--- config.mk ---
export PLATFORM = sky130hd
export DESIGN_NAME = bud_ctrl
export DESIGN_NICKNAME = d
export VERILOG_FILES = /design/src/rtl/bud_ctrl.sv
export SDC_FILE = /design/constraint.sdc
export NUM_CORES = 1
export LEC_CHECK = 0
export ABC_AREA = 1
export BUFFER_PORTS_ARGS = -buffer_cell sky130_fd_sc_hd__buf_4
export CAP_MARGIN = 0
export CORE_MARGIN = 4
export CORE_UTILIZATION = 30
export CTS_BUF_LIST = sky130_fd_sc_hd__clkbuf_4
export CTS_CLUSTER_DIAMETER = 100
export DETAILED_ROUTE_END_ITERATION = 10
export MAX_ROUTING_LAYER = met4
export PLACE_DENSITY = 0.49
export SYNTH_ARGS = -nofsm -noshare
export SYNTH_HDL_FRONTEND = slang
export SYNTH_SLANG_ARGS = --single-unit
--- constraint.sdc ---
create_clock -name clk -period 2.12 [get_ports clk]
set_input_delay 0.318 -clock clk [delete_from_list [all_inputs] [get_ports clk]]
set_output_delay 0.318 -clock clk [all_outputs]
set_load 0.01 [all_outputs]
--- src/rtl/bud_ctrl.sv ---
// Alarm FSM: compares BCD now/alarm time, rings with timeout, snooze and stop.
// Latency: one edge from match/button/bud_en to state and aud_en; no backpressure.
// Backpressure: none, pulses and levels are consumed every cycle.
module bud_ctrl #(
    parameter int RING_SEC   = 60,
    parameter int SNOOZE_SEC = 300,
    parameter int MAX_SNOOZE = 3
) (
    input  logic       clk,
    input  logic       rst,
    input  logic       bud_en,
    input  logic [3:0] hourdec_now,
    input  logic [3:0] hourone_now,
    input  logic [3:0] mindec_now,
    input  logic [3:0] minone_now,
    input  logic [3:0] hourdec_bud,
    input  logic [3:0] hourone_bud,
    input  logic [3:0] mindec_bud,
    input  logic [3:0] minone_bud,
    input  logic [5:0] cnt_sec,
    input  logic       snooze_btn,
    input  logic       stop_btn,
    output logic       aud_en,
    output logic [2:0] bud_state,
    output logic [1:0] snooze_cnt
);
    localparam int RW = $clog2(RING_SEC + 1);
    localparam int SW = $clog2(SNOOZE_SEC + 1);
    localparam logic [RW-1:0] RING_MAX = RW'(RING_SEC);
    localparam logic [SW-1:0] SNZ_MAX  = SW'(SNOOZE_SEC);
    localparam logic [2:0]    SNZ_LIM  = 3'(MAX_SNOOZE);

    typedef enum logic [2:0] {
        IDLE    = 3'd0,
        ARMED   = 3'd1,
        RING    = 3'd2,
        SNOOZE  = 3'd3,
        LOCKOUT = 3'd4
    } state_t;

    state_t        state;
    logic [5:0]    cnt_sec_q;
    logic [RW-1:0] ring_cnt;
    logic [RW-1:0] ring_nxt;
    logic [SW-1:0] snz_tmr;
    logic [SW-1:0] snz_nxt;
    logic          match;
    logic          tick;
    logic          snooze_ok;

    // Counters look one tick ahead so a timeout lands on the edge that closes the last second.
    always_comb begin
        match = ({hourdec_now, hourone_now, mindec_now, minone_now} ==
                 {hourdec_bud, hourone_bud, mindec_bud, minone_bud});
        tick  = (cnt_sec != cnt_sec_q);
        ring_nxt = ring_cnt;
        if (tick && ring_cnt != RING_MAX)
            ring_nxt = ring_cnt + RW'(1);
        snz_nxt = snz_tmr;
        if (tick && snz_tmr != SNZ_MAX)
            snz_nxt = snz_tmr + SW'(1);
        snooze_ok = snooze_btn && ({1'b0, snooze_cnt} < SNZ_LIM);
    end

    assign bud_state = state;

    always_ff @(posedge clk) begin
        cnt_sec_q <= cnt_sec;
        if (rst) begin
            state      <= IDLE;
            aud_en     <= 1'b0;
            snooze_cnt <= 2'd0;
            ring_cnt   <= '0;
            snz_tmr    <= '0;
        end else if (!bud_en) begin
            state      <= IDLE;
            aud_en     <= 1'b0;
            snooze_cnt <= 2'd0;
        end else begin
            aud_en <= 1'b0;
            case (state)
                IDLE: begin
                    snooze_cnt <= 2'd0;
                    // Arming inside the alarm minute must not ring for that minute.
                    state <= match ? LOCKOUT : ARMED;
                end
                ARMED: begin
                    if (match) begin
                        state      <= RING;
                        aud_en     <= 1'b1;
                        ring_cnt   <= '0;
                        snooze_cnt <= 2'd0;
                    end
                end
                RING: begin
                    if (stop_btn) begin
                        state <= LOCKOUT;
                    end else if (snooze_ok) begin
                        state      <= SNOOZE;
                        snooze_cnt <= snooze_cnt + 2'd1;
                        snz_tmr    <= '0;
                    end else begin
                        ring_cnt <= ring_nxt;
                        if (ring_nxt == RING_MAX)
                            state <= LOCKOUT;
                        else
                            aud_en <= 1'b1;
                    end
                end
                SNOOZE: begin
                    if (stop_btn) begin
                        state <= LOCKOUT;
                    end else begin
                        snz_tmr <= snz_nxt;
                        if (snz_nxt == SNZ_MAX) begin
                            state    <= RING;
                            aud_en   <= 1'b1;
                            ring_cnt <= '0;
                        end
                    end
                end
                LOCKOUT: begin
                    if (!match)
                        state <= ARMED;
                end
                default: state <= IDLE;
            endcase
        end
    end
endmodule

# Word level (Yosys, flattened, before mapping)
# Index checks and enable logic that the tools add are counted.
[classes]
n_eq_ne = 19
n_addsub = 3
multipliers = 0
shifts = 0
n_mux = 32
n_lt_le_gt_ge = 1
bitwise = 1
n_reduce_logical = 12
div = 0
[op_table]
columns = ["op", "n"]
rows = [
  ["6-bit 2-to-1 mux", 6],
  ["9-bit 2-to-1 mux", 4],
  ["3-bit 2-to-1 mux", 8],
  ["6-bit case mux with 3 select lines", 1],
  ["9-bit case mux with 2 select lines", 1],
  ["16-bit equality test", 1],
  ["3-bit case mux with 5 select lines", 1],
  ["2-bit != test (second input constant)", 7],
  ["9-bit by 1-bit adder with 9-bit output (second input constant)", 1],
  ["9-bit equality test (second input constant)", 1],
  ["9-bit != test (second input constant)", 1],
  ["4-bit AND reduction", 2],
  ["7-bit AND reduction", 1],
  ["6-bit by 1-bit adder with 6-bit output (second input constant)", 1],
  ["3-bit by 2-bit equality test with 1-bit output (second input constant)", 2],
  ["6-bit equality test (second input constant)", 1],
  ["1-bit 2-to-1 mux", 6],
  ["2-bit 2-to-1 mux", 3],
  ["6-bit != test", 1],
  ["6-bit != test (second input constant)", 1],
  ["2-bit case mux with 3 select lines", 1],
  ["3-bit nonzero test", 2],
  ["5-bit AND reduction", 1],
  ["4-bit != test (second input constant)", 1],
  ["11 further kinds", 13],
]
[totals]
output_inout_bits = 6
regBits = 27
mem_count = 0
rom_bits = 0
input_bits = 43
elab_cells = 74
latch_bits = 0
ramBits = 0

# Logic depth before layout (Yosys ltp)
[logic_depth]
depth_word = 8
mapped_depth = 17

# Least setup slack after synthesis
# No wires, ideal clock.
[synth_path]
path_kind = "flip-flop to flip-flop"
from = "register snz_tmr[1]"
to = "register ring_cnt[0]"
required_ps = 2005
arrival_ps = 1800
setup_ps = 115
path_slack_ps = 205
stages_incl_launch_ff = 17
path_cell_list = "dfxtp_1 -> inv_1 -> ha_1 -> nand3_1 -> or2_1 -> buf_6 -> nand2_8 -> nor2_2 -> nor2_2 -> nand2_1 -> nor2_2 -> nand3_2 -> nand2_2 -> buf_6 -> nand3_1 -> nand2_1 -> nor2_1"
[synth_between]
elab_chain_len = 6
elab_cells_between_ends = 7
cone_classes = "add/sub: 1; eq/ne: 3; mux: 1; reduce/logical: 2"
[synth_rtl]
columns = ["item", "line", "source"]
rows = [
  ["start, declared", "45", "logic [SW-1:0] snz_tmr;"],
  ["start signal, assigned", "114", "snz_tmr <= snz_nxt;"],
  ["branches (longest 2 deep; another with 9-bit by 1-bit adder with 9-bit output)", "n/a", ""],
  ["9-bit 2-to-1 mux *", "60", "if (tick && snz_tmr != SNZ_MAX)"],
  ["9-bit equality test *", "115", "if (snz_nxt == SNZ_MAX) begin"],
  ["2-bit != test (no source line) *", "n/a", ""],
  ["7-bit AND reduction (no source line) *", "n/a", ""],
  ["end signal, assigned", "103", "ring_cnt <= ring_nxt;"],
  ["end, declared", "43", "logic [RW-1:0] ring_cnt;"],
]
# Every way passes the cells marked *.
# A chain may end at the register's enable or synchronous reset.

# Worst setup path after layout
[layout_path]
from = "register snz_tmr[1]"
to = "register state[1], in the netlist bud_state[1]"
[layout_between]
elab_chain_len = 6
elab_cells_between_ends = 7
cone_classes = "add/sub: 1; eq/ne: 3; mux: 1; reduce/logical: 2"
[layout_rtl]
columns = ["item", "line", "source"]
rows = [
  ["branches (longest 2 deep; another with 9-bit by 1-bit adder with 9-bit output)", "n/a", ""],
  ["9-bit 2-to-1 mux *", "60", ""],
  ["9-bit equality test *", "115", ""],
  ["3-bit != test (no source line) *", "n/a", ""],
  ["4-bit AND reduction (no source line) *", "n/a", ""],
  ["end signal, assigned", "85", "state <= match ? LOCKOUT : ARMED;"],
  ["end, declared", "41", "state_t state;"],
]
# Marks and branches as above.

==> flow_summary.toml <==
[run_status]
status = "complete, no violations"

[clock_network]
clkLatencyLatePin_ps = 330
htree_levels = 1
cts_tree = "built"
cts_sinks = 27
cts_buffers = 3
clock_path_buffers = 2
cts.reportedPaths.clkPinSlew_ps = 160
cts_hold_buf = 0
root_buffer = "clkbuf_4"

[detailed_routing]
dr.pass1.iters = 4
routed_wl_um = 5830
dr.first_iter.drc_count = 87
vias = 2346
ant_nets = 0
wl_per_cell_um = 11.2
vias_per_cell = 4.51
drc = 0

[cells_and_area]
area_growth_pct = 51.1
finalInstanceArea_mm2 = 0.00316
nets = 473
drive_above_1_share_pct = 37.3
antennaDiodeCount = 0

[grt]
grt_use_met1_pct = 17.7
groute.usage.overall_pct = 13.2
top_usage_layer = "met2"
grtUsageMet2_pct = 21.2
overflow = 0
grt_max_degree = 15
use_met3_pct = 1.99
antenna_found_initial = 0
grt_pass1_vias = 2081
grt_first_pass_wirelength_um = 9030

[yosys]
ys_seq_area_share_pct = 25.9
yosysWarnings = 0
syn_area_mm2 = 0.00209
syn_avg_cell_area_um2 = 6.22
syn_nets = 384
ys_seq_elements = 27
syn-instance-count = 336
ys_types = 33

[worst_setup_path]
worstPathCellList = "inv_2 -> ha_2 -> nand3_2 -> or2_4 -> nand2_8 -> nor2_2 -> nor2_2 -> nand2_2 -> nor2_4 -> nand3_4 -> nand2_4 -> nand3_2 -> nand2_1 -> nor2_1"
worstPathArrival_ps = 2240
critPathMaxStageDelay_ps = 360
r2r_setup_slack_ps = 120
cp.required_ps = 2360
critPathBufInv = 1
critPathTopFamily = "simple AND/OR/NAND/NOR gates"
end_kind = "flip-flop"
start_kind = "flip-flop"
crit_slowest_cell = "dfxtp_2"
ff2ff_path_depth = 14
worstReg2RegStart = "snz_tmr[1]"
crit_type = "reg -> reg"
critPathMaxFanout = 5
cp.depth = 14
rr_endpoint = "bud_state[1]"

[floorplan]
ioPinCount = 49
initial_utilization_pct = 30.7
rows = 30
die-area_mm2 = 0.00836
core_mm2 = 0.00679
die_h_um = 91.4
die_x_um = 91.4

[timing]
hold_slack_ps = 96.2
skew_ps = 6.01
setup_viol = 0
fin_setup_tns_ps = 0
timing.final.crit_share_pct = 94.3
hold_violations = 0
max_freq_mhz = 500
final_max_slew_viol_count = 0
fin_crit_ps = 2000
worst_pin_slew_ps = 449
max_slew_margin_pct = 69.9

[power_and_ir_drop]
totalPowerFinal_uw = 1140
p_leak_uw = 0.00150
p_int_uw = 784
worst_ir_drop_vdd_mv = 0.191
swShare_pct = 31.2
seq_power_share_pct = 48.5
switchingPower_uw = 355
clkPwrFrac_pct = 21.9
powerDensity_mw_per_mm2 = 361
combPwrFrac_pct = 29.7

[placed_design]
portBuffers = 48
globalplace.congestion = 0.877
place_hpwl_um = 4370
place_area_mm2 = 0.00276

[job]
cap_violations = 0

[hold_path]
whs_path_depth = 1
hold_path.class = "in -> reg"
hp-start = "cnt_sec[4]"
whs_endpoint = "cnt_sec_q[4]"
==> power groups by stage <==
stage / registers [uW] / clock network [uW] / logic (uW)
after CTS: 551 / 266 / 299
after floorplan: 563 / 0 / 167
after global placement: 562 / 0 / 295
after global routing: 556 / 288 / 378
after detailed placement: 561 / 0 / 296
final: 552 / 249 / 338
==> layer usage <==
metal | part of all wire, % | up-vias
li1 | - | 1243
met1 | 49 | 1044
met2 | 46 | 49
met3 | 3.8 | 10
met4 | 1.3 | 0
met5 | 0 | -
==> cells by family (layout without fill, tap and decap cells) <==
group                      after synthesis  after routing  synth area share [%]
and+or+nand+nor                        193            197                  41.1
buffers and inverters                   57            141                  11.2
AOI/OAI and AO/OA                       30             30                  8.75
DFF                                     27             27                  25.9
xor gates and xnor gates                24             24                  10.1
adders and majority gates                5              5                  3.00
==> registers in the layout, indices dropped and copies added, names as in the netlist <==
register and count:
snz_tmr 9, cnt_sec_q 6, ring_cnt 6, bud_state 3, snooze_cnt 2, aud_en 1
==> worst register-to-register path, stage by stage (launching register included) <==
cell     delay, ps
dfxtp_2        360
inv_2           50
ha_2           180
nand3_2         90
or2_4          300
nand2_8         90
nor2_2          40
nor2_2         110
nand2_2         70
nor2_4         140
nand3_4        150
nand2_4        150
nand3_2         80
nand2_1         70
nor2_1          40
==> placed cells by master, fill, tap and decap left out, types with 6 or more instances in the layout <==
cell / instances
nand2_1: 84
nor2_2: 6
nor2_1: 27
nand3_2: 18
nand2_2: 10
xnor2_1: 17
xor2_1: 6
dfxtp_1: 22
a21oi_1: 15
nor2_4: 8
buf_4: 82
nor3_1: 8
nand4_1: 8
inv_1: 49
nand3_1: 15
==> stage by stage <==
step	setup slack, ps	utilization (%)	cells
floorplan	205	-	336
global placement	-97.0	40.7	506
finish	121	46.4	520
CTS	19.8	41.3	510
global route	-0.205	46.4	520
detailed placement	-122	40.7	506
==> cells in the mapped netlist, drive strengths merged <==
library cell	number	share of area, %
inv	52	9.3
buf	3	1.3
dfxtp	27	26
o211a	1	0.48
o31ai	1	0.36
a21boi	1	0.36
and2	1	0.30
o22ai	1	0.30
clkbuf	2	0.54
xnor2	18	7.5
a22oi	1	0.36
xor2	6	2.5
nor3	8	1.9
a21oi	19	5.1
nor2	41	7.8
ha	5	3.0
o21ai	5	1.4
or2	1	0.30
o221ai	1	0.42
nand2	98	19
nand4	8	2.4
nand3b	1	0.36
nand3	35	9.2
==> layout make-up <==
cell class                      count  area [um^2]
Multi-Input combinational cell    256         1610
Fill cell                         700         3640
Inverter                           52          195
Timing Repair Buffer               85          653
Sequential cell                    27          547
Clock buffer                        4         30.0
Tap cell                           96          120
==> worst max-delay path by stage <==
stage	startpoint	to	slack [ps]
finish	snz_tmr[1]	bud_state[1]	120
global route	cnt_sec_q[5]	ring_cnt[2]	-0.2
CTS	cnt_sec_q[4]	bud_state[2]	20
detailed placement	cnt_sec[4]	bud_state[0]	-120
global placement	cnt_sec[4]	bud_state[0]	-100
floorplan	snz_tmr[1]	ring_cnt[0]	210
==> timing repair <==
item | in CTS | in global routing
setup buffers | 0 | 6
setup endpoints to repair | 9 | 10
pin swaps | 1 | 28
gates cloned | 0 | 4
resized for setup | 5 | 67
hold endpoints to repair | 0 | 0
(Power assumes the default switching activity.)
